<file path="src/rtl/cw_deserializer_if.sv">
// Codeword deserializer bus: serial bitstream in, assembled codeword out
// with a valid/ready handshake, plus framing status.
interface cw_deserializer_if #(
   parameter int N = 46
);
   logic         bit_in;
   logic         bit_valid;
   logic         sof;
   logic [0:N-1] cw_out;
   logic         cw_valid;
   logic         cw_ready;
   logic         busy;
   logic         sync_err;
   logic         ovf;

   // Channel/link side driving bits and consuming codewords
   modport master (
      output bit_in, bit_valid, sof, cw_ready,
      input  cw_out, cw_valid, busy, sync_err, ovf
   );

   // Deserializer side
   modport slave (
      input  bit_in, bit_valid, sof, cw_ready,
      output cw_out, cw_valid, busy, sync_err, ovf
   );
endinterface

</file>
<file path="src/rtl/cw_deserializer.sv">
// Serial-to-parallel frame assembler feeding the n46k32b6 decoder.
// Frames start on sof; a completed 46-bit word moves into a valid/ready
// output register, or is dropped with an ovf pulse if that register is full.
module cw_deserializer #(
   parameter int N = 46
) (
   input logic               clk,
   input logic               rst_n,
   cw_deserializer_if.slave  bus
);
   localparam int CW = $clog2(N);

   typedef enum logic {HUNT, COLLECT} state_t;

   state_t         state_q, state_d;
   logic [CW-1:0]  cnt_q, cnt_d;
   logic [0:N-1]   sr_q, sr_d;
   logic [0:N-1]   cw_out_q, cw_out_d;
   logic           cw_valid_q, cw_valid_d;
   logic           busy_q, busy_d;
   logic           sync_err_q, sync_err_d;
   logic           ovf_q, ovf_d;
   logic           complete;

   // Next-state: collector, frame completion and output-register transfer
   always_comb begin
      state_d    = state_q;
      cnt_d      = cnt_q;
      sr_d       = sr_q;
      cw_out_d   = cw_out_q;
      cw_valid_d = cw_valid_q & ~bus.cw_ready;
      sync_err_d = 1'b0;
      ovf_d      = 1'b0;
      complete   = 1'b0;

      if (bus.bit_valid) begin
         if (bus.sof) begin
            // Start (or restart) of frame; a restart discards the partial word
            sync_err_d = (state_q == COLLECT);
            sr_d       = '0;
            sr_d[0]    = bus.bit_in;
            cnt_d      = CW'(1);
            state_d    = COLLECT;
         end else if (state_q == COLLECT) begin
            sr_d[cnt_q] = bus.bit_in;
            if (cnt_q == CW'(N-1)) begin
               complete = 1'b1;
               cnt_d    = '0;
               state_d  = HUNT;
            end else begin
               cnt_d = cnt_q + CW'(1);
            end
         end
      end

      // The transfer uses sr_d so the completing bit is part of the word
      if (complete) begin
         if (!cw_valid_q || bus.cw_ready) begin
            cw_out_d   = sr_d;
            cw_valid_d = 1'b1;
         end else begin
            ovf_d = 1'b1;
         end
      end

      busy_d = (state_d == COLLECT);
   end

   // State and registered outputs; async reset drops everything at once
   always_ff @(posedge clk or negedge rst_n) begin
      if (!rst_n) begin
         state_q    <= HUNT;
         cnt_q      <= '0;
         sr_q       <= '0;
         cw_out_q   <= '0;
         cw_valid_q <= 1'b0;
         busy_q     <= 1'b0;
         sync_err_q <= 1'b0;
         ovf_q      <= 1'b0;
      end else begin
         state_q    <= state_d;
         cnt_q      <= cnt_d;
         sr_q       <= sr_d;
         cw_out_q   <= cw_out_d;
         cw_valid_q <= cw_valid_d;
         busy_q     <= busy_d;
         sync_err_q <= sync_err_d;
         ovf_q      <= ovf_d;
      end
   end

   assign bus.cw_out   = cw_out_q;
   assign bus.cw_valid = cw_valid_q;
   assign bus.busy     = busy_q;
   assign bus.sync_err = sync_err_q;
   assign bus.ovf      = ovf_q;
endmodule

</file>
<file path="src/flat_wrapper.sv">
// flat-port wrapper written by rule: the top's interface ports become plain ports
module cw_deserializer_flat 
#(
   parameter int N = 46
)
  (clk, rst_n, bus_bit_in, bus_bit_valid, bus_sof, bus_cw_ready, bus_cw_out, bus_cw_valid, bus_busy, bus_sync_err, bus_ovf);
  cw_deserializer_if #(.N(N)) bus_i ();
  input logic clk;
  input logic rst_n;
  input wire logic [$bits(bus_i.bit_in)-1:0] bus_bit_in;
  input wire logic [$bits(bus_i.bit_valid)-1:0] bus_bit_valid;
  input wire logic [$bits(bus_i.sof)-1:0] bus_sof;
  input wire logic [$bits(bus_i.cw_ready)-1:0] bus_cw_ready;
  output wire logic [$bits(bus_i.cw_out)-1:0] bus_cw_out;
  output wire logic [$bits(bus_i.cw_valid)-1:0] bus_cw_valid;
  output wire logic [$bits(bus_i.busy)-1:0] bus_busy;
  output wire logic [$bits(bus_i.sync_err)-1:0] bus_sync_err;
  output wire logic [$bits(bus_i.ovf)-1:0] bus_ovf;
  assign bus_i.bit_in = bus_bit_in;
  assign bus_i.bit_valid = bus_bit_valid;
  assign bus_i.sof = bus_sof;
  assign bus_i.cw_ready = bus_cw_ready;
  assign bus_cw_out = bus_i.cw_out;
  assign bus_cw_valid = bus_i.cw_valid;
  assign bus_busy = bus_i.busy;
  assign bus_sync_err = bus_i.sync_err;
  assign bus_ovf = bus_i.ovf;
  cw_deserializer #(.N(N)) u_core (.clk(clk), .rst_n(rst_n), .bus(bus_i));
endmodule
</file>
<file path="config.mk">
export PLATFORM = sky130hd
export DESIGN_NAME = cw_deserializer_flat
export DESIGN_NICKNAME = d
export VERILOG_FILES = /design/src/rtl/cw_deserializer_if.sv /design/src/rtl/cw_deserializer.sv /design/src/flat_wrapper.sv
export SDC_FILE = /design/constraint.sdc
export NUM_CORES = 1
export LEC_CHECK = 0
export CAP_MARGIN = 10
export CORE_MARGIN = 4
export CORE_UTILIZATION = 50
export DETAILED_ROUTE_END_ITERATION = 8
export GPL_ROUTABILITY_DRIVEN = 1
export GPL_TIMING_DRIVEN = 0
export HOLD_SLACK_MARGIN = 0.06
export PLACE_DENSITY = 0.76
export REMOVE_ABC_BUFFERS = 1
export SYNTH_ARGS = -nofsm -noshare
export SYNTH_HDL_FRONTEND = slang
export SYNTH_SLANG_ARGS = --single-unit
export TNS_END_PERCENT = 30
</file>
<file path="constraint.sdc">
create_clock -name clk -period 1.8 [get_ports clk]
set_clock_uncertainty 0.15 [all_clocks]
set_input_delay 0.54 -clock clk [delete_from_list [all_inputs] [get_ports clk]]
set_output_delay 0.54 -clock clk [all_outputs]
set_load 0.02 [all_outputs]
</file>
==> flow_metrics.py, run 1 <==
metrics = {
    "grt": {
        "grt.total_usage_pct": 21.79,
        "grt_pass1_vias": 3613,
        "grt_antenna_before_repair": 0,
        "grt_pass1_wl_um": 19140,
        "grt_start_max_net_pins": 57,
        "grt_overflow": 0,
    },
    "logic_synthesis": {
        "ys_seq_area_share_pct": 55.03,
        "synth_area_leaders": "dfrtp_1, mux2i_1, o2bb2ai_1",
        "synth.avg_cell_area_sq_um": 10.76,
        "ys_top_cells_by_count": "dfrtp_1, nand2_1, mux2i_1, o21ai_0, o2bb2ai_1",
        "yosysMostFrequentCell": "dfrtp_1",
        "ys_ff_latch": 102,
        "synthCells": 431,
        "yosysWarnings": 0,
        "synthDistinctLibCells": 43,
        "syn_area_sq_um": 4638,
        "synth_top_area_share_pct": 55.03,
        "synthArstFlopShare_pct": 100.0,
        "yosysTopAreaCell": "dfrtp_1",
        "synth_edf_count": 0,
        "synthFlopType": "dfrtp_1",
    },
    "cts": {
        "cts_buffer_depth": 2,
        "clock_latency_ps": 360,
        "numCtsBuffers": 9,
        "cts_tree": "done",
        "cts_root_buf": "clkbuf_8",
        "h-tree-depth": 3,
        "clk_pin_slew_worst_paths_ps": 100,
        "clock-sinks": 102,
    },
    "timing": {
        "min_period_ps": 1924,
        "slew_headroom_pct": 59.15,
        "min_period_over_period_pct": 106.9,
        "setup_viol": 43,
        "rsz0062_at_grt": "true",
        "worst_slew_pin_slew_ps": 612.8,
        "hold_viol_final": 0,
        "fin_ws_ps": -123.5,
        "maxSlewViolCount": 0,
        "tns_ps": -1461,
        "timing.fmax_mhz": 519.9,
    },
    "die": {
        "dieWidth_um": 104.3,
        "dieHeight_um": 104.3,
        "start_util_pct": 52.17,
        "die_area_sq_um": 10880,
        "core_sq_um": 8891,
        "ios": 56,
        "row_count": 34,
    },
    "power_and_ir_drop": {
        "ir_drop_mv": 0.4857,
        "power_mw": 5.309,
        "powerDensity_nw_per_um2": 830.0,
        "p_leak_nw": 2.982,
    },
    "place": {
        "place_area_sq_um": 5194,
        "gp_congestion": 0.7803,
        "post-dp-hpwl_um": 5859,
        "portBuffers": 55,
    },
    "critical_path": {
        "crit_required_ps": 1890,
        "critPathLaunchType": "register",
        "path_class": "reg2reg",
        "cp.arrival_ps": 2020,
        "cp-end-kind": "register",
        "crit_fanout": 8,
    },
    "layout": {
        "drive_above_1_share_pct": 27.02,
        "area_growth_pct": 37.90,
        "multi_input_area_sq_um": 2452,
        "nets": 536,
        "fillers": 574,
        "fin_area_sq_um": 6396,
        "diodes": 0,
        "seq_area_sq_um": 2564,
        "fin_util_pct": 71.94,
    },
    "outcome": {
        "status": "complete, but fails checks",
        "violations": "setup timing",
    },
    "detailed_routing": {
        "drc_errors": 0,
        "via_per_inst": 6.669,
        "dr.pass1.iters": 5,
        "first_iter_violations": 524,
        "via_count": 4275,
        "wire_per_inst_um": 25.34,
        "finalWirelength_um": 16240,
        "antenna_left": 0,
    },
    "run": {
        "maxCapViolCount": 0,
    },
    "worst_hold_path": {
        "hp-class": "reg2reg",
    },
}
[critical path, cell delays in order, from the launching register on]
cell	delay [ps]
dfrtp_2	480
buf_6	160
nor4bb_4	290
buf_6	180
buf_4	120
a21oi_1	80
o21ai_0	240
nand2_1	110
[registers in the layout (all words and copies together), names as in the netlist]
name	count
u_core.sr_q	46
u_core.bus.cw_out	46
u_core.bus.ovf	1
u_core.bus.cw_valid	1
u_core.state_q	1
u_core.bus.sync_err	1
u_core.cnt_q	6
[power breakdown]
group | internal (mW) | switching [mW]
combinational | 0.559 | 0.668
clock | 0.637 | 0.803
sequential | 2.47 | 0.167
[placed cells by master, fill, tap and decap left out, types with 2 or more instances in the layout]
cell type	count
dfrtp_1	95
nand2_1	63
o2bb2ai_1	44
dlygate4sd2_1	38
buf_4	37
mux2i_1	35
o21ai_1	27
o21ai_0	23
nor2_1	18
nand4b_4	14
clkdlybuf4s15_1	11
nand2_2	10
mux2i_2	9
clkbuf_8	9
nor2_2	8
buf_12	6
dfrtp_2	6
a21oi_1	5
buf_6	5
clkinv_2	4
inv_1	3
nand4b_1	3
nor3b_4	3
or3b_4	3
mux2_4	3
nand3_1	3
clkbuf_16	3
and2_4	2
nand4_1	2
and4bb_2	2
nand3b_1	2
and3b_4	2
o31ai_1	2
clkbuf_1	2
clkdlybuf4s50_1	2
[metrics by stage]
stage | hold WS, ps | setup slack [ps] | instances
3_5_place_dp | 320.6 | -1417 | 561
2_1_floorplan | 94.41 | -481.5 | 396
4_1_cts | 246.1 | -80.74 | 591
3_3_place_gp | 314.0 | -3667 | 559
5_1_grt | 359.8 | -142.4 | 641
6_report | 335.8 | -123.5 | 641
[logic make-up after synthesis]
| family | synth area share (%) |
|---|---|
| AND/OR/NAND/NOR | 14.24 |
| AO/OA/AOI/OAI | 15.27 |
| flip-flops | 55.03 |
| multiplexers | 10.71 |
| buffers and inverters | 4.019 |
| adder cells (fa/ha/maj) | 0.5394 |
| XOR/XNOR | 0.1889 |
[repair_timing]
item                       4_1_cts  5_1_grt
hold endpoints to repair         5        0
gates resized for setup         91       88
gates cloned                     7       11
setup endpoints to repair      147       97
pin swaps                        8       30
hold buffers                     1        0
buffers inserted                 6       39
[metal layers]
layer	share of wire (%)	track usage [%]
met2	46	33.35
met3	9.0	2.855
met1	38	31.09
met5	0	0
met4	6.2	9.592
[final timing paths]
kind                       slack (ps)            startpoint               endpoint  cells past startpoint
max in group asynchronous         220                 rst_n        u_core.cnt_q[2]                      3
min reg2reg                       340  u_core.bus.cw_out[4]   u_core.bus.cw_out[4]                      2
min in group asynchronous         570                 rst_n  u_core.bus.cw_out[39]                      2
max                              -120       u_core.cnt_q[1]         u_core.sr_q[1]                      7
max reg2reg                      -120       u_core.cnt_q[1]         u_core.sr_q[1]                      7
min                               340  u_core.bus.cw_out[4]   u_core.bus.cw_out[4]                      2
[layout make-up]
type | instances | area share [%]
clock buffers | 11 | 2.054
clock inverters | 5 | 0.7825
inverters | 4 | 0.2739
multi-input cells | 305 | 38.34
flip-flops and latches | 102 | 40.08
well taps | 108 | 2.113
repair buffers | 106 | 16.35
Note: power is estimated with default switching activity, not from simulation.
==> inputs of run 2 (changes only) <==
--- a/config.mk
+++ b/config.mk
@@ -6,13 +6,13 @@
 export NUM_CORES = 1
 export LEC_CHECK = 0
 export CAP_MARGIN = 10
-export CORE_MARGIN = 4
-export CORE_UTILIZATION = 50
+export CORE_MARGIN = 2
+export CORE_UTILIZATION = 55
 export DETAILED_ROUTE_END_ITERATION = 8
 export GPL_ROUTABILITY_DRIVEN = 1
 export GPL_TIMING_DRIVEN = 0
 export HOLD_SLACK_MARGIN = 0.06
-export PLACE_DENSITY = 0.76
+export PLACE_DENSITY = 0.79
 export REMOVE_ABC_BUFFERS = 1
 export SYNTH_ARGS = -nofsm -noshare
 export SYNTH_HDL_FRONTEND = slang
==> constraint.sdc (replaced) <==
create_clock -name clk -period 2.29 [get_ports clk]
set_clock_uncertainty 0.15 [all_clocks]
set_input_delay 0.687 -clock clk [delete_from_list [all_inputs] [get_ports clk]]
set_output_delay 0.687 -clock clk [all_outputs]
set_load 0.02 [all_outputs]
==> flow_metrics.py, run 2 (synthesis results as in run 1) <==
metrics = {
    "place": {
        "portBuffers": 55,
        "dp.cells": 558,
        "post-dp-hpwl_um": 5867,
        "gp_congestion": 0.8002,
        "pre_cts_slack_ps": -1086,
    },
    "layout": {
        "fin_util_pct": 68.11,
        "area_growth_pct": 20.04,
        "fillers": 619,
        "mostFrequentLayoutCells": "dfrtp_1, nand2_1, clkdlybuf4s50_1",
        "final_cells": 578,
        "drive_above_1_share_pct": 8.457,
        "final_common_cell": "dfrtp_1",
        "diodes": 0,
        "nets": 476,
    },
    "outcome": {
        "status": "finished, final reports clean",
    },
    "critical_path": {
        "path_cells": "nor4b_2 -> a21oi_1 -> nor2_1 -> mux2_2",
        "crit_required_ps": 2390,
        "path_class": "reg2reg",
        "cpPeakStageDelay_ps": 800,
        "critPathLaunchType": "register",
        "cp-end-kind": "register",
        "timing.rr.start": "u_core.cnt_q[2]",
        "r2r_cells": 4,
        "r2r_slack_ps": 50,
        "cp.arrival_ps": 2340,
        "critPathSlowestCell": "nor4b_2",
        "crit_fanout": 15,
        "reg2reg_to": "u_core.sr_q[0]",
    },
    "detailed_routing": {
        "first_iter_violations": 299,
        "finalWirelength_um": 10720,
        "wire_per_inst_um": 18.54,
        "dr.pass1.iters": 5,
        "via_count": 3479,
        "drc_errors": 0,
        "via_per_inst": 6.019,
        "antenna_left": 0,
    },
    "grt": {
        "grt_overflow": 0,
        "grt_pass1_wl_um": 17330,
        "grt_start_max_net_pins": 57,
        "grt_antenna_before_repair": 0,
        "grt_pass1_vias": 3380,
        "grt.total_usage_pct": 24.69,
    },
    "power_and_ir_drop": {
        "p_clk_share_pct": 36.6,
        "p_leak_nw": 2.496,
        "switching_power_mw": 1.077,
        "power_mw": 4.127,
        "swShare_pct": 26.10,
        "seq_power_share_pct": 50.6,
        "powerDensity_nw_per_um2": 741.2,
        "ir_drop_mv": 0.4150,
        "p_int_mw": 3.050,
        "p_comb_share_pct": 12.8,
    },
    "cts": {
        "h-tree-depth": 3,
        "cts_tree": "done",
        "numCtsBuffers": 9,
        "cts_root_buf": "clkbuf_8",
        "cts_buffer_depth": 2,
        "post_cts_buffers": 0,
        "clock_latency_ps": 350,
        "clk_pin_slew_worst_paths_ps": 90,
        "clock-sinks": 102,
    },
    "run": {
        "maxCapViolCount": 0,
    },
    "timing": {
        "maxSlewViolCount": 0,
        "min_period_ps": 2243,
        "fin_ws_ps": 47.37,
        "worst_slew_pin_slew_ps": 879.9,
        "setup_viol": 0,
        "hold_viol_final": 0,
        "rsz0062_at_grt": "true",
        "timing.fmax_mhz": 445.9,
        "min_period_over_period_pct": 97.93,
        "tns_ps": 0,
        "slew_headroom_pct": 41.26,
    },
    "die": {
        "start_util_pct": 56.73,
        "ios": 56,
        "core_sq_um": 8175,
        "row_count": 33,
        "dieWidth_um": 95.83,
        "die_area_sq_um": 9183,
        "dieHeight_um": 95.83,
    },
    "worst_hold_path": {
        "hp-class": "in2async",
    },
}
## run 2: power by group through the flow
stage               registers [mW]  logic [mW]  clock network (mW)
detailed placement            2.11       0.498                   0
global placement              2.10       0.469                   0
CTS                           2.08       0.521                1.52
global route                  2.11       0.579                1.60
finish                        2.09       0.526                1.51
floorplan                     2.07       0.334                   0
## run 2: cell type report
cell class,instances,area [sq um],share of cell area [%]
clock buffer,11,151.4,2.719
clock inverter,5,128.9,2.315
inverter,4,15.01,0.2697
multi-input combinational,294,1999,35.91
sequential,102,2554,45.87
tap,105,131.4,2.360
timing repair buffer,57,588.1,10.56
## run 2: worst max-delay path by stage
| stage | end | cells past startpoint | startpoint | slack (ps) |
|---|---|---|---|---|
| 4_1_cts | u_core.sr_q[0] | 4 | u_core.cnt_q[2] | 80 |
| 6_report | u_core.sr_q[0] | 4 | u_core.cnt_q[2] | 50 |
| 3_3_place_gp | u_core.bus.cw_out[44] | 1 | rst_n | -3310 |
| 5_1_grt | u_core.sr_q[0] | 4 | u_core.cnt_q[2] | -20 |
| 3_5_place_dp | u_core.bus.cw_out[5] | 4 | bus_bit_valid | -1090 |
| 2_1_floorplan | u_core.bus.cw_out[0] | 3 | bus_sof | -60 |
## run 2: timing repair
action / 4_1_cts / 5_1_grt
gates cloned: 4 / 0
pin swaps: 1 / 0
gates resized for setup: 11 / 0
setup endpoints to repair: 93 / 2
hold buffers: 0 / 0
## run 2: metrics by stage
| step | instance area, sq um | hold slack (ps) |
|---|---|---|
| floorplan | 4467 | 241.4 |
| global placement | 5149 | 311.1 |
| detailed placement | 5190 | 318.9 |
| CTS | 5568 | 202.7 |
| global route | 5568 | 237.3 |
| finish | 5568 | 189.9 |
## run 2: layer usage
layer	global-route usage [%]	wire [um]	up-vias
met4	9.048	242	0
met2	36.95	5052	140
met5	0	0	-
met3	4.307	550	25
met1	36.33	4873	1705
li1	-	-	1609
## run 2: worst max-delay path, delay by kind of cell, from the launching register on
family | cells | cell delay (ps)
DFF | 1 | 560
muxes | 1 | 340
and+or+nand+nor | 2 | 930
AOI/OAI and AO/OA | 1 | 150
==> inputs of run 3 (changes only) <==
--- a/config.mk
+++ b/config.mk
@@ -7,12 +7,11 @@
 export LEC_CHECK = 0
 export CAP_MARGIN = 10
 export CORE_MARGIN = 2
-export CORE_UTILIZATION = 55
+export CORE_UTILIZATION = 40
 export DETAILED_ROUTE_END_ITERATION = 8
-export GPL_ROUTABILITY_DRIVEN = 1
+export GPL_ROUTABILITY_DRIVEN = 0
 export GPL_TIMING_DRIVEN = 0
 export HOLD_SLACK_MARGIN = 0.06
-export PLACE_DENSITY = 0.79
 export REMOVE_ABC_BUFFERS = 1
 export SYNTH_ARGS = -nofsm -noshare
 export SYNTH_HDL_FRONTEND = slang
==> flow_metrics.py, run 3 (synthesis results as in run 1) <==
metrics = {
    "cts": {
        "h-tree-depth": 3,
        "cts_tree": "done",
        "clock_latency_ps": 350,
        "clock-sinks": 102,
        "cts_root_buf": "clkbuf_16",
        "numCtsBuffers": 9,
        "cts_buffer_depth": 2,
        "clk_pin_slew_worst_paths_ps": 60,
    },
    "place": {
        "dp.cells": 596,
        "post-dp-hpwl_um": 5986,
        "portBuffers": 55,
    },
    "critical_path": {
        "reg2reg_to": "u_core.sr_q[0]",
        "cp.arrival_ps": 1370,
        "path_cells": "clkdlybuf4s50_1",
        "path_buf_inv": 1,
        "critPathSlowestCell": "clkdlybuf4s50_1",
        "r2r_cells": 4,
        "timing.rr.start": "u_core.cnt_q[2]",
        "critPathLaunchType": "register",
        "path_class": "reg2out",
        "cp-end-kind": "output pin",
        "r2r_slack_ps": 140,
        "cpPeakStageDelay_ps": 630,
        "path_delay_family": "buffers and inverters",
        "crit_fanout": 2,
        "crit_required_ps": 1450,
    },
    "die": {
        "ios": 56,
        "dieWidth_um": 111.7,
        "core_sq_um": 11370,
        "row_count": 39,
        "start_util_pct": 40.79,
        "dieHeight_um": 111.7,
        "die_area_sq_um": 12470,
    },
    "power_and_ir_drop": {
        "power_mw": 4.212,
        "ir_drop_mv": 0.3154,
        "powerDensity_nw_per_um2": 741.2,
        "p_leak_nw": 2.515,
    },
    "detailed_routing": {
        "drc_errors": 0,
        "wire_per_inst_um": 17.88,
        "antenna_left": 0,
        "finalWirelength_um": 11010,
        "via_count": 3406,
        "via_per_inst": 5.529,
        "first_iter_violations": 187,
        "dr.pass1.iters": 6,
    },
    "worst_hold_path": {
        "hp-class": "in2async",
    },
    "layout": {
        "nets": 477,
        "diodes": 0,
        "mostFrequentLayoutCells": "dfrtp_1, nand2_1, clkdlybuf4s50_1",
        "final_cells": 616,
        "fillers": 1045,
        "drive_above_1_share_pct": 8.457,
        "fin_util_pct": 49.98,
        "final_common_cell": "dfrtp_1",
        "area_growth_pct": 22.52,
    },
    "grt": {
        "grt.total_usage_pct": 18.76,
        "grt_start_max_net_pins": 66,
        "grt_pass1_vias": 3555,
        "grt_pass1_wl_um": 18820,
        "grt_antenna_before_repair": 0,
        "grt_overflow": 0,
    },
    "timing": {
        "slew_headroom_pct": 40.83,
        "setup_viol": 0,
        "holdWs_ps": 164.7,
        "hold_viol_final": 0,
        "worst_slew_pin_slew_ps": 886.2,
        "rsz0062_at_grt": "true",
        "timing.fmax_mhz": 453.7,
        "min_period_over_period_pct": 96.25,
        "maxSlewViolCount": 0,
        "min_period_ps": 2204,
    },
    "run": {
        "maxCapViolCount": 0,
    },
    "outcome": {
        "status": "finished, final reports clean",
    },
}
==> run 3: cell count changes in the layout (fill, tap and decap cells not counted), moves of 2 or more <==
cell | previous run | this run
dfrtp_2 | 1 | 3
clkbuf_16 | 0 | 9
bufinv_16 | 4 | 2
clkbuf_8 | 11 | 0
clkbuf_1 | 0 | 2
dfrtp_1 | 101 | 99
==> run 3: timing repair <==
| action | 4_1_cts | 5_1_grt |
|---|---|---|
| setup endpoints to repair | 94 | 42 |
| gates cloned | 4 | 0 |
| hold buffers | 0 | 0 |
| resized for setup | 11 | 5 |
| pin swaps | 1 | 0 |
| buffers inserted | 1 | 0 |
==> run 3: worst max path at each step <==
stage                     cells after the start  slack [ps]                     to                  start
after global placement                        1       -3480  u_core.bus.cw_out[44]                  rst_n
after detailed placement                      4       -1140   u_core.bus.cw_out[5]          bus_bit_valid
after CTS                                     4          80  u_core.bus.cw_out[25]        u_core.cnt_q[2]
final                                         1          90         bus_cw_out[13]  u_core.bus.cw_out[32]
after floorplan                               3         -60   u_core.bus.cw_out[0]                bus_sof
after global routing                          4        -0.3         u_core.sr_q[0]        u_core.cnt_q[2]
==> run 3: layer usage <==
metal	GRT usage (%)	wire length (um)	share of wire [%]	vias to the layer above
met5	0	0	0	-
met3	3.048	411	3.7	22
met2	28.65	4965	45	80
met1	26.29	5331	48	1689
met4	8.807	303	2.8	0
li1	-	-	-	1615
==> run 3: stage by stage <==
step	setup WS, ps	setup TNS, ps	area [sq um]
finish	85.85	0	5683
detailed placement	-1138	-72730	5245
CTS	76.09	0	5668
floorplan	-56.57	-169.7	4467
global placement	-3482	-516590	5196
global route	-0.3397	-0.3397	5683
==> run 3: where the power goes <==
part	leakage [nW]	switching, mW	total, mW	internal, mW
combinational	0.969	0.306	0.530	0.224
sequential	1.40	0.147	2.09	1.94
clock	0.146	0.644	1.59	0.951
==> run 3: cell type report <==
type | instances | area, sq um | share of cell area, %
Sequential cell | 102 | 2556 | 44.98
Multi-Input combinational cell | 294 | 2011 | 35.38
Timing Repair Buffer | 58 | 616.8 | 10.85
Clock buffer | 11 | 232.7 | 4.095
Tap cell | 143 | 178.9 | 3.148
Clock inverter | 4 | 72.57 | 1.277
Inverter | 4 | 15.01 | 0.2642
